===== src/rtl/core_pkg.sv =====
`default_nettype none
// ============================================================================
//  Module   : core_pkg
//  Brief    : Shared core-wide widths and the register-address / ROB-tag
//             types used by dispatch, the ROB and the register file.
//  Revision : 1.0  initial release
// ============================================================================
package core_pkg;

   localparam int DEFAULT_XLEN  = 32;
   localparam int DEFAULT_NREG  = 32;
   localparam int DEFAULT_TAG_W = 4;
   localparam int DEFAULT_AW    = $clog2(DEFAULT_NREG);

   typedef logic [DEFAULT_AW-1:0]    reg_addr_t;
   typedef logic [DEFAULT_TAG_W-1:0] rob_tag_t;

endpackage : core_pkg
`default_nettype wire


===== src/rtl/regfile_read_port.sv =====
`default_nettype none
// ============================================================================
//  Module   : regfile_read_port
//  Brief    : One combinational read port. Takes the stored entry selected by
//             the address plus the commit bus, applies the commit bypass and
//             forces the hardwired-zero view of entry 0.
//  Revision : 1.0  initial release
// ============================================================================
module regfile_read_port
   import core_pkg::*;
#(
   parameter int XLEN  = DEFAULT_XLEN,
   parameter int TAG_W = DEFAULT_TAG_W,
   parameter int AW    = DEFAULT_AW
) (
   input  logic [AW-1:0]    addr,
   input  logic [XLEN-1:0]  st_data,
   input  logic             st_busy,
   input  logic [TAG_W-1:0] st_tag,
   input  logic             cm_en,
   input  logic [AW-1:0]    cm_rd,
   input  logic [TAG_W-1:0] cm_tag,
   input  logic [XLEN-1:0]  cm_data,
   output logic [XLEN-1:0]  data,
   output logic             busy,
   output logic [TAG_W-1:0] tag
);

   logic w_zero;
   logic w_hit;
   logic w_clear;

   assign w_zero  = (addr == '0);
   // A same-cycle commit to the addressed register is forwarded.
   assign w_hit   = cm_en && (cm_rd == addr) && !w_zero;
   // The commit only retires the rename if it is still the youngest producer.
   assign w_clear = w_hit && st_busy && (st_tag == cm_tag);

   // Bypass / zero-register selection; a same-cycle issue is never visible.
   always_comb begin
      data = st_data;
      busy = st_busy;
      tag  = st_tag;
      if (w_zero) begin
         data = '0;
         busy = 1'b0;
         tag  = '0;
      end else begin
         if (w_hit) begin
            data = cm_data;
         end
         if (w_clear) begin
            busy = 1'b0;
            tag  = '0;
         end
      end
   end

endmodule : regfile_read_port
`default_nettype wire


===== src/rtl/tagged_register_file.sv =====
`default_nettype none
// ============================================================================
//  Module   : tagged_register_file
//  Brief    : Architectural register file with per-entry rename state
//             (busy bit + youngest producer ROB tag). Dispatch renames,
//             commit writes data and retires the rename on tag match,
//             flush drops all rename state.
//  Revision : 1.0  initial release
// ============================================================================
module tagged_register_file
   import core_pkg::*;
#(
   parameter int XLEN  = DEFAULT_XLEN,
   parameter int NREG  = DEFAULT_NREG,
   parameter int TAG_W = DEFAULT_TAG_W,
   parameter int NRD   = 2,
   localparam int AW   = $clog2(NREG)
) (
   input  logic               clk,
   input  logic               rst,
   input  logic [NRD*AW-1:0]   rd_addr,
   output logic [NRD*XLEN-1:0] rd_data,
   output logic [NRD-1:0]      rd_busy,
   output logic [NRD*TAG_W-1:0] rd_tag,
   input  logic               iss_en,
   input  logic [AW-1:0]      iss_rd,
   input  logic [TAG_W-1:0]   iss_tag,
   input  logic               cm_en,
   input  logic [AW-1:0]      cm_rd,
   input  logic [TAG_W-1:0]   cm_tag,
   input  logic [XLEN-1:0]    cm_data,
   input  logic               flush
);

   logic [XLEN-1:0]  r_data [NREG];
   logic             r_busy [NREG];
   logic [TAG_W-1:0] r_tag  [NREG];

   // Entry update: data follows every commit; busy/tag priority is
   // flush > issue > matching commit. Entry 0 is never written.
   always_ff @(posedge clk or posedge rst) begin
      if (rst) begin
         for (int r = 0; r < NREG; r++) begin
            r_data[r] <= '0;
            r_busy[r] <= 1'b0;
            r_tag[r]  <= '0;
         end
      end else begin
         for (int r = 1; r < NREG; r++) begin
            if (cm_en && (cm_rd == AW'(r))) begin
               r_data[r] <= cm_data;
            end
            if (flush) begin
               r_busy[r] <= 1'b0;
               r_tag[r]  <= '0;
            end else if (iss_en && (iss_rd == AW'(r))) begin
               r_busy[r] <= 1'b1;
               r_tag[r]  <= iss_tag;
            end else if (cm_en && (cm_rd == AW'(r)) && r_busy[r] &&
                         (r_tag[r] == cm_tag)) begin
               r_busy[r] <= 1'b0;
               r_tag[r]  <= '0;
            end
         end
      end
   end

   for (genvar i = 0; i < NRD; i++) begin : g_rd
      logic [AW-1:0] w_addr;
      assign w_addr = rd_addr[i*AW +: AW];

      regfile_read_port #(
         .XLEN  (XLEN),
         .TAG_W (TAG_W),
         .AW    (AW)
      ) u_port (
         .addr    (w_addr),
         .st_data (r_data[w_addr]),
         .st_busy (r_busy[w_addr]),
         .st_tag  (r_tag[w_addr]),
         .cm_en   (cm_en),
         .cm_rd   (cm_rd),
         .cm_tag  (cm_tag),
         .cm_data (cm_data),
         .data    (rd_data[i*XLEN +: XLEN]),
         .busy    (rd_busy[i]),
         .tag     (rd_tag[i*TAG_W +: TAG_W])
      );
   end

endmodule : tagged_register_file
`default_nettype wire


===== config.mk =====
export PLATFORM = sky130hd
export DESIGN_NAME = tagged_register_file
export DESIGN_NICKNAME = d
export VERILOG_FILES = /design/src/rtl/core_pkg.sv /design/src/rtl/regfile_read_port.sv /design/src/rtl/tagged_register_file.sv
export SDC_FILE = /design/constraint.sdc
export NUM_CORES = 2
export LEC_CHECK = 0
export BUFFER_PORTS_ARGS = -buffer_cell sky130_fd_sc_hd__buf_2
export CAP_MARGIN = 25
export CORE_ASPECT_RATIO = 0.5
export CORE_MARGIN = 10
export CORE_UTILIZATION = 55
export DETAILED_ROUTE_END_ITERATION = 8
export GPL_TIMING_DRIVEN = 0
export PLACE_DENSITY_LB_ADDON = 0.08
export SYNTH_ARGS = -nofsm -noshare
export SYNTH_HDL_FRONTEND = slang
export SYNTH_SLANG_ARGS = --single-unit

===== constraint.sdc =====
create_clock -name clk -period 87.7 [get_ports clk]
set_clock_uncertainty 0.05 [all_clocks]
set_input_delay 8.77 -clock clk [delete_from_list [all_inputs] [get_ports clk]]
set_output_delay 8.77 -clock clk [all_outputs]
set_load 0.02 [all_outputs]

==> impl_metrics.tcl <==
set metrics [dict create \
    grt_pass1_wl_um 337400 \
    die-area_um2 130700 \
    drtPass1Iterations 8 \
    start_util_pct 55.34 \
    cp_max_fo 14 \
    drc 0 \
    ant_nets 0 \
    dp_cells 6087 \
    syn_nets 4452 \
    cpMostUsedCell "buf_2" \
    ys_async_sr_fraction_pct 100.0 \
    maxSlewHeadroom_pct 21.16 \
    setup_tns_ps 0 \
    hold_violations 0 \
    cts.path.max_buffers 3 \
    max_cap_viol_count 0 \
    met2_length_um 107900 \
    top_layer "met5" \
    grt_overflow 0 \
    endpoint_kind "output pin" \
    status "completed" \
    die_w_um 501.4 \
    crit_arrival_ps 13570 \
    io_pins 139 \
    antenna_found_initial 19 \
    grt_max_degree 134 \
    drt-met1-wl_um 91570 \
    drive_gt1_share_pct 43.96 \
    tritoncts "built" \
    layout_min_cycle_time_ps 22390 \
    wl_per_cell_um 38.09 \
    htreeDepth 3 \
    worst_pin_slew_ps 1183 \
    ys_top_cells_by_area "dfrtp_1 (45%), mux4_2 (22%), mux2_2 (18%)" \
    yosys_warnings 37 \
    clock_sinks 1147 \
    timing.critical_path.from "rd_addr[1]" \
    yosysMostFrequentCell "dfrtp_1" \
    multi_input_area_um2 32990 \
    ys_top_cells_by_count "dfrtp_1 (1147), mux2_2 (1002), mux4_2 (625)" \
    clk_pin_slew_ps 60 \
    num-nets-final 4741 \
    cp_data_required_time_ps 78880 \
    pre_cts_slack_ps 65510 \
    p_leak_nw 30.16 \
    max_stage_delay_ps 830 \
    setup_ws_ps 65310 \
    grt_pass1_vias 45600 \
    rr_startpoint "r_tag[69]" \
    hold_slack_ps 472.9 \
    synth_top_cell_by_area "dfrtp_1" \
    port-buffer-count 122 \
    cts-root-buf "clkbuf_16" \
    route.met3.wl_um 24480 \
    instances_no_fill 6299 \
    min-delay-start "r_data[826]" \
    cts_setup_buffers 0 \
    grt_use_total_pct 36.36 \
    synth_top_flop_cell "dfrtp_1" \
    setup_violations 0 \
    area_growth_pct 11.30 \
    holdBufCountCts 0 \
    via_per_inst 7.152 \
    synth_edf_count 0 \
    drt_iter0_drc 5657 \
    synth_top_area_share_pct 45.04 \
    hpwl_um 181600 \
    clock.fmax_mhz 44.66 \
    register_area_um2 28700 \
    ys_ff_latch 1147 \
    vias 45050 \
    critPathLaunchType "primary input" \
    peakVddDrop_mv 0.01951 \
    syn-cell-area_um2 63730 \
    nFillCells 8769 \
    wl_um 239900 \
    avgSynthCellArea_um2 14.53 \
    clk_latency_ps 770 \
    die_height_um 260.7 \
    powerDensity_nw_per_um2 21.94 \
    hold_class "flip-flop to flip-flop" \
    synthCells 4387 \
    rsz0062_at_grt "no" \
    cp_slowest_cell "clkbuf_1" \
    place_congestion 1.036 \
    core_um2 115200 \
    cts_buffers 108 \
    report.final.slew_viol_count 0 \
    yosys.cell_types.count 62 \
    cts_resized 0 \
    worstSetupPathType "primary input to output pin" \
    path_cells "buf_2 -> buf_2 -> buf_2 -> buf_2 -> clkbuf_1 -> mux4_2 -> mux4_2 -> mux2i_1 -> o21ai_0 -> buf_2" \
    yosysSeqAreaShare_pct 45.04 \
    finalCritPeriodShare_pct 25.53 \
    fp-row-count 88 \
]
## through the flow
stage	area, um^2	total power [mW]	util [%]
6_report	70930	1.557	61.59
3_5_place_dp	67070	1.052	58.24
5_1_grt	70910	1.604	61.57
2_1_floorplan	63730	0.9266	-
4_1_cts	70780	1.550	61.46
3_3_place_gp	66260	1.035	57.53
## sequential cells by signal, indices dropped and copies added, names as in the netlist
register / count
r_tag: 124
r_busy: 31
r_data: 992
## critical path: cells and delay by family
kind                   cells  cell delay (ps)
multiplexers               3              780
buffers and inverters      6             3240
AO/OA/AOI/OAI              1              700
## report_power, final
part	switching (mW)	total [mW]	internal (mW)
Clock	0.224	0.505	0.281
Combinational	0.174	0.366	0.193
Sequential	0.0660	0.685	0.619
## cells in the final DEF, fill, tap and decap left out, drive strengths merged, types with 3 or more instances in the layout
cell type	synthesis	final
a2bb2oi	3	3
o41ai	14	14
a21oi	66	66
mux4	625	625
nor2b	28	28
inv	37	40
xor2	17	17
a211oi	4	4
a221o	5	5
o211ai	9	9
nand3	62	62
xnor2	118	118
o22ai	30	30
nor3	11	11
bufinv	0	11
o21ai	117	117
a21boi	5	5
mux2i	172	172
mux2	1003	1003
a22oi	6	6
a41oi	4	4
a22o	124	124
and2	4	4
diode	0	12
nand2	139	139
dfrtp	1147	1147
a21o	6	6
a31oi	4	4
nor4	3	3
and3	3	3
clkbuf	287	441
clkinv	3	26
a221oi	7	7
nand2b	10	10
nand4	12	12
o2111ai	6	6
buf	163	341
nor2	109	109
## worst paths after layout
kind,to,slack (ps),cells past startpoint
worst max-delay path,rd_data[19],65310,10
worst min-delay path,r_data[826],470,1
worst max register to register,r_tag[68],85580,5
worst min register to register,r_data[826],470,1
max in group asynchronous,r_data[801],77600,4
min in group asynchronous,r_data[106],8180,2
## kinds of logic (layout without fill, tap and decap cells)
family	count (synthesis)	in the layout	share of synthesized area [%]
other	0	12	0
buffers and inverters	490	860	3.225
AND/OR/NAND/NOR	388	388	2.719
flip-flops	1147	1147	45.04
XOR/XNOR	135	135	1.855
multiplexers	1800	1800	42.51
AO/OA/AOI/OAI	427	427	4.657
## routing by layer
layer	GRT usage, %	up-vias
met3	10.41	710
met1	47.22	24100
li1	-	17500
met5	0	-
met2	55.25	2731
met4	20.37	8
## cell type report
cell class | count | share of cell area, %
Multi-Input combinational cell | 2750 | 46.51
Antenna cell | 12 | 0.04233
Timing Repair Buffer | 179 | 2.147
Sequential cell | 1147 | 40.46
Buffer | 450 | 2.686
Inverter | 40 | 0.2223
Clock buffer | 153 | 4.401
Clock inverter | 38 | 0.8326
Tap cell | 1530 | 2.699
Power figures use the tool's default switching activity.
